## src/rtl/hex_pkg.sv

```systemverilog
// Shared types, segment table and round-robin search for the HEX display arbiter.
package hex_pkg;

  typedef enum logic [1:0] {
    IDLE   = 2'd0,
    SHOW   = 2'd1,
    MANUAL = 2'd2
  } state_t;

  // Active-low segments {g,f,e,d,c,b,a} for hex digits 0..F.
  localparam logic [6:0] SEG_TABLE [16] = '{
    7'h40, 7'h79, 7'h24, 7'h30, 7'h19, 7'h12, 7'h02, 7'h78,
    7'h00, 7'h10, 7'h08, 7'h03, 7'h46, 7'h21, 7'h06, 7'h0E
  };

  localparam logic [6:0] SEG_BLANK = 7'h7F;

  // Lowest-numbered requester at or above from+1 (mod 4). Returns 'from'
  // when nothing but 'from' (or nothing at all) is requesting; callers
  // qualify the result with their own any-request test.
  function automatic logic [1:0] rr_next(input logic [3:0] req_vec,
                                         input logic [1:0] from);
    logic [1:0] pick;
    logic [1:0] idx;
    pick = from;
    // Walk from the farthest candidate to the nearest so the nearest wins.
    for (int k = 4; k >= 1; k--) begin
      idx = from + 2'(k);
      if (req_vec[idx]) pick = idx;
    end
    return pick;
  endfunction

endpackage

```

## src/rtl/hex_display_arbiter_seg7_decode.sv

```systemverilog
// One hex nibble to active-low 7-segment pattern, pure table lookup.
module seg7_decode
  import hex_pkg::*;
(
  input  logic [3:0] nibble,
  output logic [6:0] seg
);

  // Table lookup of the segment pattern
  always_comb begin
    seg = SEG_TABLE[nibble];
  end

endmodule

```

## src/rtl/hex_display_arbiter.sv

```systemverilog
// Round-robin arbiter with dwell time and manual override that shares the
// four-digit HEX display between four 16-bit debug values.
module hex_display_arbiter
  import hex_pkg::*;
#(
  parameter int unsigned DWELL = 25_000_000
) (
  input  logic        clock,
  input  logic        resetn,
  input  logic [3:0]  req,
  input  logic [15:0] val0,
  input  logic [15:0] val1,
  input  logic [15:0] val2,
  input  logic [15:0] val3,
  input  logic        hold,
  input  logic        manual_en,
  input  logic [1:0]  manual_sel,
  output logic [1:0]  owner,
  output logic        owner_valid,
  output logic        switch_pulse,
  output logic [15:0] disp_val,
  output logic [6:0]  hex3,
  output logic [6:0]  hex2,
  output logic [6:0]  hex1,
  output logic [6:0]  hex0
);

  localparam logic [31:0] DWELL_MAX = DWELL - 32'd1;

  state_t      state_q, state_d;
  logic [1:0]  owner_q, owner_d;
  logic [1:0]  last_q, last_d;
  logic        valid_q, valid_d;
  logic [31:0] cnt_q, cnt_d;
  logic        pulse_q, pulse_d;
  logic [15:0] disp_p1, disp_d;
  logic [15:0] val_sel;
  logic [3:0]  others;
  logic [6:0]  seg3, seg2, seg1, seg0;

  // Dwell counter increment that parks at DWELL-1.
  function automatic logic [31:0] dwell_sat_inc(input logic [31:0] c);
    return (c >= DWELL_MAX) ? DWELL_MAX : c + 32'd1;
  endfunction

  // State register: arbitration state, owner bookkeeping and display stage
  always_ff @(posedge clock or negedge resetn) begin
    if (!resetn) begin
      state_q <= IDLE;
      owner_q <= 2'd0;
      last_q  <= 2'd3;
      valid_q <= 1'b0;
      cnt_q   <= 32'd0;
      pulse_q <= 1'b0;
      disp_p1 <= 16'd0;
    end else begin
      state_q <= state_d;
      owner_q <= owner_d;
      last_q  <= last_d;
      valid_q <= valid_d;
      cnt_q   <= cnt_d;
      pulse_q <= pulse_d;
      disp_p1 <= disp_d;
    end
  end

  // Requesters other than the current owner that could take over.
  assign others = req & ~(4'b0001 << owner_q);

  // Next-state: override first, then drop, dwell rotation or idle grant
  always_comb begin
    state_d = state_q;
    owner_d = owner_q;
    last_d  = last_q;
    valid_d = valid_q;
    cnt_d   = cnt_q;
    if (manual_en) begin
      state_d = MANUAL;
      owner_d = manual_sel;
      last_d  = manual_sel;
      valid_d = 1'b1;
      cnt_d   = 32'd0;
    end else begin
      case (state_q)
        MANUAL: begin
          // Leaving override always passes through IDLE for one cycle.
          state_d = IDLE;
          valid_d = 1'b0;
        end
        IDLE: begin
          if (|req) begin
            state_d = SHOW;
            owner_d = rr_next(req, last_q);
            last_d  = owner_d;
            valid_d = 1'b1;
            cnt_d   = 32'd0;
          end
        end
        SHOW: begin
          if (!req[owner_q]) begin
            // Owner gave up the display: hand over at once, dwell ignored.
            if (|req) begin
              owner_d = rr_next(req, owner_q);
              last_d  = owner_d;
              cnt_d   = 32'd0;
            end else begin
              state_d = IDLE;
              valid_d = 1'b0;
            end
          end else if (cnt_q == DWELL_MAX && !hold && |others) begin
            owner_d = rr_next(others, owner_q);
            last_d  = owner_d;
            cnt_d   = 32'd0;
          end else begin
            cnt_d = dwell_sat_inc(cnt_q);
          end
        end
        default: begin
          state_d = IDLE;
          valid_d = 1'b0;
        end
      endcase
    end
  end

  // Live value of the current owner
  always_comb begin
    case (owner_q)
      2'd0:    val_sel = val0;
      2'd1:    val_sel = val1;
      2'd2:    val_sel = val2;
      default: val_sel = val3;
    endcase
  end

  // Output logic: switch pulse and display value for the next cycle
  always_comb begin
    pulse_d = valid_d && (!valid_q || (owner_d != owner_q));
    disp_d  = (valid_q && valid_d) ? val_sel : 16'd0;
  end

  assign owner        = owner_q;
  assign owner_valid  = valid_q;
  assign switch_pulse = pulse_q;
  assign disp_val     = disp_p1;

  seg7_decode u_dec3 (.nibble(disp_p1[15:12]), .seg(seg3));
  seg7_decode u_dec2 (.nibble(disp_p1[11:8]),  .seg(seg2));
  seg7_decode u_dec1 (.nibble(disp_p1[7:4]),   .seg(seg1));
  seg7_decode u_dec0 (.nibble(disp_p1[3:0]),   .seg(seg0));

  // Blank every digit while nobody owns the display
  always_comb begin
    hex3 = valid_q ? seg3 : SEG_BLANK;
    hex2 = valid_q ? seg2 : SEG_BLANK;
    hex1 = valid_q ? seg1 : SEG_BLANK;
    hex0 = valid_q ? seg0 : SEG_BLANK;
  end

endmodule

```

## config.mk

```make
export PLATFORM = sky130hd
export DESIGN_NAME = hex_display_arbiter
export DESIGN_NICKNAME = d
export VERILOG_FILES = /design/src/rtl/hex_pkg.sv /design/src/rtl/hex_display_arbiter_seg7_decode.sv /design/src/rtl/hex_display_arbiter.sv
export SDC_FILE = /design/constraint.sdc
export NUM_CORES = 1
export LEC_CHECK = 0
export BUFFER_PORTS_ARGS = -buffer_cell sky130_fd_sc_hd__buf_2
export CAP_MARGIN = 10
export CELL_PAD_IN_SITES_DETAIL_PLACEMENT = 1
export CELL_PAD_IN_SITES_GLOBAL_PLACEMENT = 2
export CORE_AREA = 2 2 135 137
export DETAILED_ROUTE_END_ITERATION = 6
export DIE_AREA = 0 0 137 139
export GPL_TIMING_DRIVEN = 0
export PLACE_DENSITY = 0.81
export SYNTH_ARGS = -nofsm -noshare
export SYNTH_HDL_FRONTEND = slang
export SYNTH_SLANG_ARGS = --single-unit
```

## constraint.sdc

```tcl
create_clock -name clock -period 2.6 [get_ports clock]
set_input_delay 0.65 -clock clock [delete_from_list [all_inputs] [get_ports clock]]
set_output_delay 0.65 -clock clock [all_outputs]
set_load 0.05 [all_outputs]
```

# == Yosys cells after proc, flatten, opt, wreduce, memory -nomap -nowiden ==
# Memories as Yosys holds them, arrays and structs flattened.
# Index checks and enable logic that the tools add are counted.
# Widths: inputs -> output; s select.
# totals
output_inout_bits,48
romBits,448
memories,4
input_bits,74
reg_bits,56
# mem_list
name,depth,word_bits,read_ports,rd_clocked_by_memory_dff,write_ports,line_no,rtl
(no name shown),16,7,1,0,0,hex_display_arbiter_seg7_decode.sv:11,seg = SEG_TABLE[nibble];
(no name shown),16,7,1,0,0,hex_display_arbiter_seg7_decode.sv:11,
(no name shown),16,7,1,0,0,hex_display_arbiter_seg7_decode.sv:11,
(no name shown),16,7,1,0,0,hex_display_arbiter_seg7_decode.sv:11,
# classes
n_shift,1
reduce_logical,14
bitwise_logic,6
n_mux,71
n_eq_ne,10
n_addsub,7
order_cmp,12
# op_table
operator,count
$mux 32,5
$mux 7,12
$pmux 32 s2,1
$pmux 16 s3,1
$mux 2,23
$add 32x1->32 const B,1
$eq 32x25->1 const B,1
$ge 32x25->1 const B,1
$lt 2x3->1 const B,7
$bmux 1 s2,10
$ge 5x5->1 const B,4
$not 4->5,4
$mux 16,1
$mux 1,14
$pmux 2 s2,3
$ne 3x3->1 const B,3
$add 2x2->2 const B,4
$ne 4x4->1 const B,2
$reduce_or 4->1,2
$add 2x1->2 const B,2
$and 4x4->4,1
$eq 2x1->1 const B,2
$logic_and 1x1->1,4
$logic_not 2->1,2
other kinds (10),11

# == Longest topological paths before layout ==
# logic_depth
depth_word,15
mapped_depth,11
depth_no_buf,9

# == Modules after synthesis ==
# From an unflattened synthesis, not the netlist that was laid out.
# hier_totals
cells_unflattened,626
hier_area_um2,5018.6
# modules_own_cells
mod,cells_per_inst,area_per_inst_um2,instances,seq_area_each_um2
hex_display_arbiter,496,3958.8,1,1403.8
seg7_decode at u_dec0 ...,33,269.0,3,0.0
seg7_decode at u_dec1,31,252.7,1,0.0

# == Least setup slack after synthesis ==
# No wires, ideal clock.
# synth_timing
path_kind,flip-flop to output port
start,register disp_p1[12] (netlist: disp_val[12])
end,output hex3[4]
path_stages_with_launch,4
arrival_ns,2.918
path_slack_ns,-0.968
required_time_ns,1.950
path_buffers,0
path_cell_list,dfrtp_1 inv_1 ha_1 o311ai_0
# synth_between
elab_chain_cells,5
# synth_lines
item,line_no,rtl
start: declaration,hex_display_arbiter.sv:36,"logic [15:0] disp_p1, disp_d;"
start signal: assignment,hex_display_arbiter.sv:63,disp_p1 <= disp_d;
$not 4->5 (not written as such),hex_display_arbiter_seg7_decode.sv:11,
$mem_v2 16x7,--,
$mux 7 (not written as such) (2 in series),hex_display_arbiter_seg7_decode.sv:11,
$mux 7,hex_display_arbiter.sv:154,hex3 = valid_q ? seg3 : SEG_BLANK;
end: declaration,hex_display_arbiter.sv:22,"output logic [6:0] hex3,"
# Every way passes these cells. The select of a mux whose other input is x is not followed.

# == Worst setup path after layout ==
# layout_timing
start,register disp_p1[12] (netlist: disp_val[12])
end,output hex3[3]
# Same word-level chain as after synthesis.

==> flow_metrics.py <==
metrics = {
    "drt": {
        "route.detailed.drc": 0,
        "drt-total-wl_mm": 18.3,
        "drt_iter0_markers": 245,
        "post_drt_wl_per_cell_um": 18.8,
        "antenna_left": 0,
        "dr.pass1.iters": 5,
        "via_per_inst": 5.43,
        "via_count": 5287,
    },
    "power_and_ir_drop": {
        "p_total_mw": 3.58,
        "power_frac_comb_pct": 52.6,
        "ir_worst_vdd_mv": 0.280,
        "p_sw_share_pct": 45.8,
        "switchingPower_mw": 1.64,
        "internal-power_mw": 1.94,
        "p_clk_share_pct": 19.5,
        "pwr-share-seq_pct": 28.0,
        "p_leak_nw": 2.77,
        "power_density_nw_per_um2": 553,
    },
    "clock_network": {
        "htreeDepth": 2,
        "clock_path_buffers": 2,
        "cts_sinks": 56,
        "clk_pin_slew_ns": 0.08,
        "numCtsBuffers": 5,
        "clk_latency_ns": 0.30,
        "ctsRootBufferMaster": "clkbuf_16",
        "cts_tree": "done",
    },
    "logic_synthesis": {
        "syn_nets": 696,
        "yosys_register_bits": 56,
        "syn-mean-instance-area_um2": 8.14,
        "ys.warnings.count": 0,
        "yosysSeqAreaShare_pct": 29.1,
        "syn_area_um2": 4830,
        "synth_cells": 593,
        "post_synth_num_cell_types": 65,
        "synth-main-ff-cell": "dfrtp_1",
        "synth_edf_count": 0,
        "ys_async_sr_fraction_pct": 100,
    },
    "placement": {
        "post-dp-hpwl_mm": 14.0,
        "place_congestion": 0.869,
        "numPortBuffers": 119,
        "dpl.cell_count": 942,
    },
    "critical_path": {
        "cp.required_ns": 1.95,
        "r2r_cells": 10,
        "worstReg2RegStart": "owner[1]",
        "r2r_setup_slack_ns": 0.07,
        "r2r-end": "last_q[0]",
        "critPathKind": "flip-flop to output port",
        "critPathArrivalTime_ns": 1.93,
        "critPathLaunchType": "flip-flop",
        "end_kind": "output port",
        "crit_fanout": 6,
    },
    "final_layout": {
        "num-nets-final": 845,
        "utilization_pct": 36.6,
        "fillerInstances": 2147,
        "area.growth.synth_to_final_pct": 34.0,
        "drive_gt1_share_pct": 35.7,
        "layout.cells.non_filler": 973,
    },
    "sta": {
        "period_needed_ns": 2.58,
        "finalCritPeriodShare_pct": 99.1,
        "final.setup.tns_ns": 0,
        "slew_viol_final": 0,
        "tightest_slew_ns": 0.746,
        "finClkSkew_ns": 0.00568,
        "setup_viol": 0,
        "fmax_mhz": 388,
        "rsz0062_at_grt": "yes",
        "relSlewSlack_pct": 49.9,
        "whs_ns": 0.374,
        "hold_viol": 0,
    },
    "die": {
        "chipHeight_um": 139,
        "fp.dieW_um": 137,
        "core_area_um2": 17700,
        "dieArea_um2": 19000,
        "start_util_pct": 27.3,
        "io_pins": 122,
        "rows": 49,
    },
    "global_route": {
        "overflow": 0,
        "grt_pass1_wl_mm": 28.7,
        "grt_pass1_vias": 5612,
        "grt_usage_pct": 18.6,
        "grt_max_degree": 32,
        "antenna_found_initial": 2,
    },
    "hold_path": {
        "min_path_type": "input pin to async pin",
    },
    "job": {
        "cap_violations": 0,
    },
    "status": {
        "status": "complete, no violations",
    },
}
==> power by group through the flow <==
stage	registers, mW	clock network [mW]	logic [mW]
4_1_cts	0.993	0.711	1.79
2_1_floorplan	1.14	0	1.06
3_5_place_dp	1.02	0	1.66
3_3_place_gp	1.01	0	1.61
5_1_grt	1.01	0.746	2.02
6_report	1.00	0.696	1.88
==> final cells by class <==
cell class / count / area [µm²] / area share (%)
flip-flops and latches: 56 / 1420 / 22.0
plain buffers: 39 / 195 / 3.02
well taps: 229 / 287 / 4.43
multi-input cells: 465 / 3430 / 53.0
inverters: 28 / 124 / 1.91
repair buffers: 147 / 873 / 13.5
clock inverters: 1 / 5.00 / 0.0773
clock buffers: 7 / 133 / 2.05
diodes: 1 / 2.50 / 0.0387
==> state kept, by name (all words and copies together) (netlist names) <==
signal        flops
cnt_q            32
disp_val         16
last_q            2
owner             2
owner_valid       1
state_q           2
switch_pulse      1
==> layer usage <==
metal / up-vias / GRT usage, % / routed length, µm
met1: 2616 / 23.0 / 8040
met3: 21 / 3.22 / 949
met5: - / 0 / 14
li1: 2490 / - / -
met4: 2 / 4.29 / 218
met2: 158 / 33.3 / 9110
==> stage by stage <==
step                      setup slack (ns)  area (µm²)
after floorplan                     -0.361        4880
after global placement              -0.485        5770
after detailed placement            -0.536        5790
after CTS                          0.00162        6180
after global routing               -0.0335        6470
final                               0.0244        6470
==> synthesized netlist by cell type, types with 3 or more instances <==
cell	n	area, µm²
nor2_1	61	229
dfrtp_1	54	1350
a21oi_1	52	260
o21ai_0	45	225
nand2_1	41	154
clkbuf_1	33	124
ha_1	29	363
inv_1	27	101
nand2b_1	22	138
nor3_1	17	85.1
o211ai_1	17	128
a222oi_1	16	160
nor2b_1	13	81.3
mux2i_1	12	120
a31oi_1	11	68.8
and3_1	11	68.8
a21o_1	9	67.6
nand4_1	9	56.3
nand3_1	8	40.0
mux4_2	7	158
buf_2	6	30.0
nor4_1	6	37.5
or2_2	6	37.5
a221o_1	5	50.1
a22o_1	4	35.0
and2_1	4	25.0
nand3b_1	4	30.0
a211oi_1	3	22.5
a211oi_2	3	37.5
buf_1	3	11.3
mux2_2	3	33.8
o221ai_1	3	26.3
o22ai_1	3	18.8
o311ai_0	3	26.3
xnor2_1	3	26.3
==> logic make-up after synthesis <==
family,share of synthesized area [%]
AND/OR/NAND/NOR,24.6
flip-flops,29.1
XOR/XNOR,0.544
adder cells (fa/ha/maj),7.51
multiplexers,6.45
AO/OA/AOI/OAI,25.9
buffers and inverters,5.93
==> what timing repair did <==
action                                  4_1_cts  5_1_grt
endpoints found under the setup margin       63       45
pin swaps                                     4       15
hold buffers                                  0        0
gates resized for setup                      48       60
buffers inserted                             15       12
==> cells in the final DEF, fill, tap and decap left out, types with 9 or more instances in the layout <==
master | netlist | layout
buf_4 | 0 | 23
inv_1 | 27 | 16
dfrtp_2 | 0 | 11
a222oi_1 | 16 | 16
and3_1 | 11 | 11
o21ai_0 | 45 | 35
nor2_1 | 61 | 60
buf_2 | 6 | 119
ha_1 | 29 | 14
o211ai_1 | 17 | 17
mux2i_1 | 12 | 12
nand4_1 | 9 | 9
clkbuf_1 | 33 | 23
nor3_1 | 17 | 16
nor2b_1 | 13 | 9
a21oi_1 | 52 | 50
nand2_1 | 41 | 40
a31oi_1 | 11 | 10
dfrtp_1 | 54 | 42
nand2b_1 | 22 | 21
==> worst max-delay path, stage by stage, from the launching register on <==
cell     delay [ns]
dfrtp_2        0.41
inv_2          0.09
ha_4           0.27
inv_1          0.03
mux4_2         0.44
or2_4          0.24
buf_8          0.15
==> worst max path at each step <==
stage,startpoint,to,slack [ns],cells after the start
after floorplan,disp_val[14],hex3[4],-0.36,3
after global placement,owner[1],cnt_q[18],-0.49,10
after detailed placement,owner[1],cnt_q[4],-0.54,10
after CTS,disp_val[13],hex3[3],0.002,5
after global routing,owner[1],switch_pulse,-0.03,10
final,disp_val[12],hex3[3],0.02,6
No activity file was read; power rests on OpenSTA's default activity.
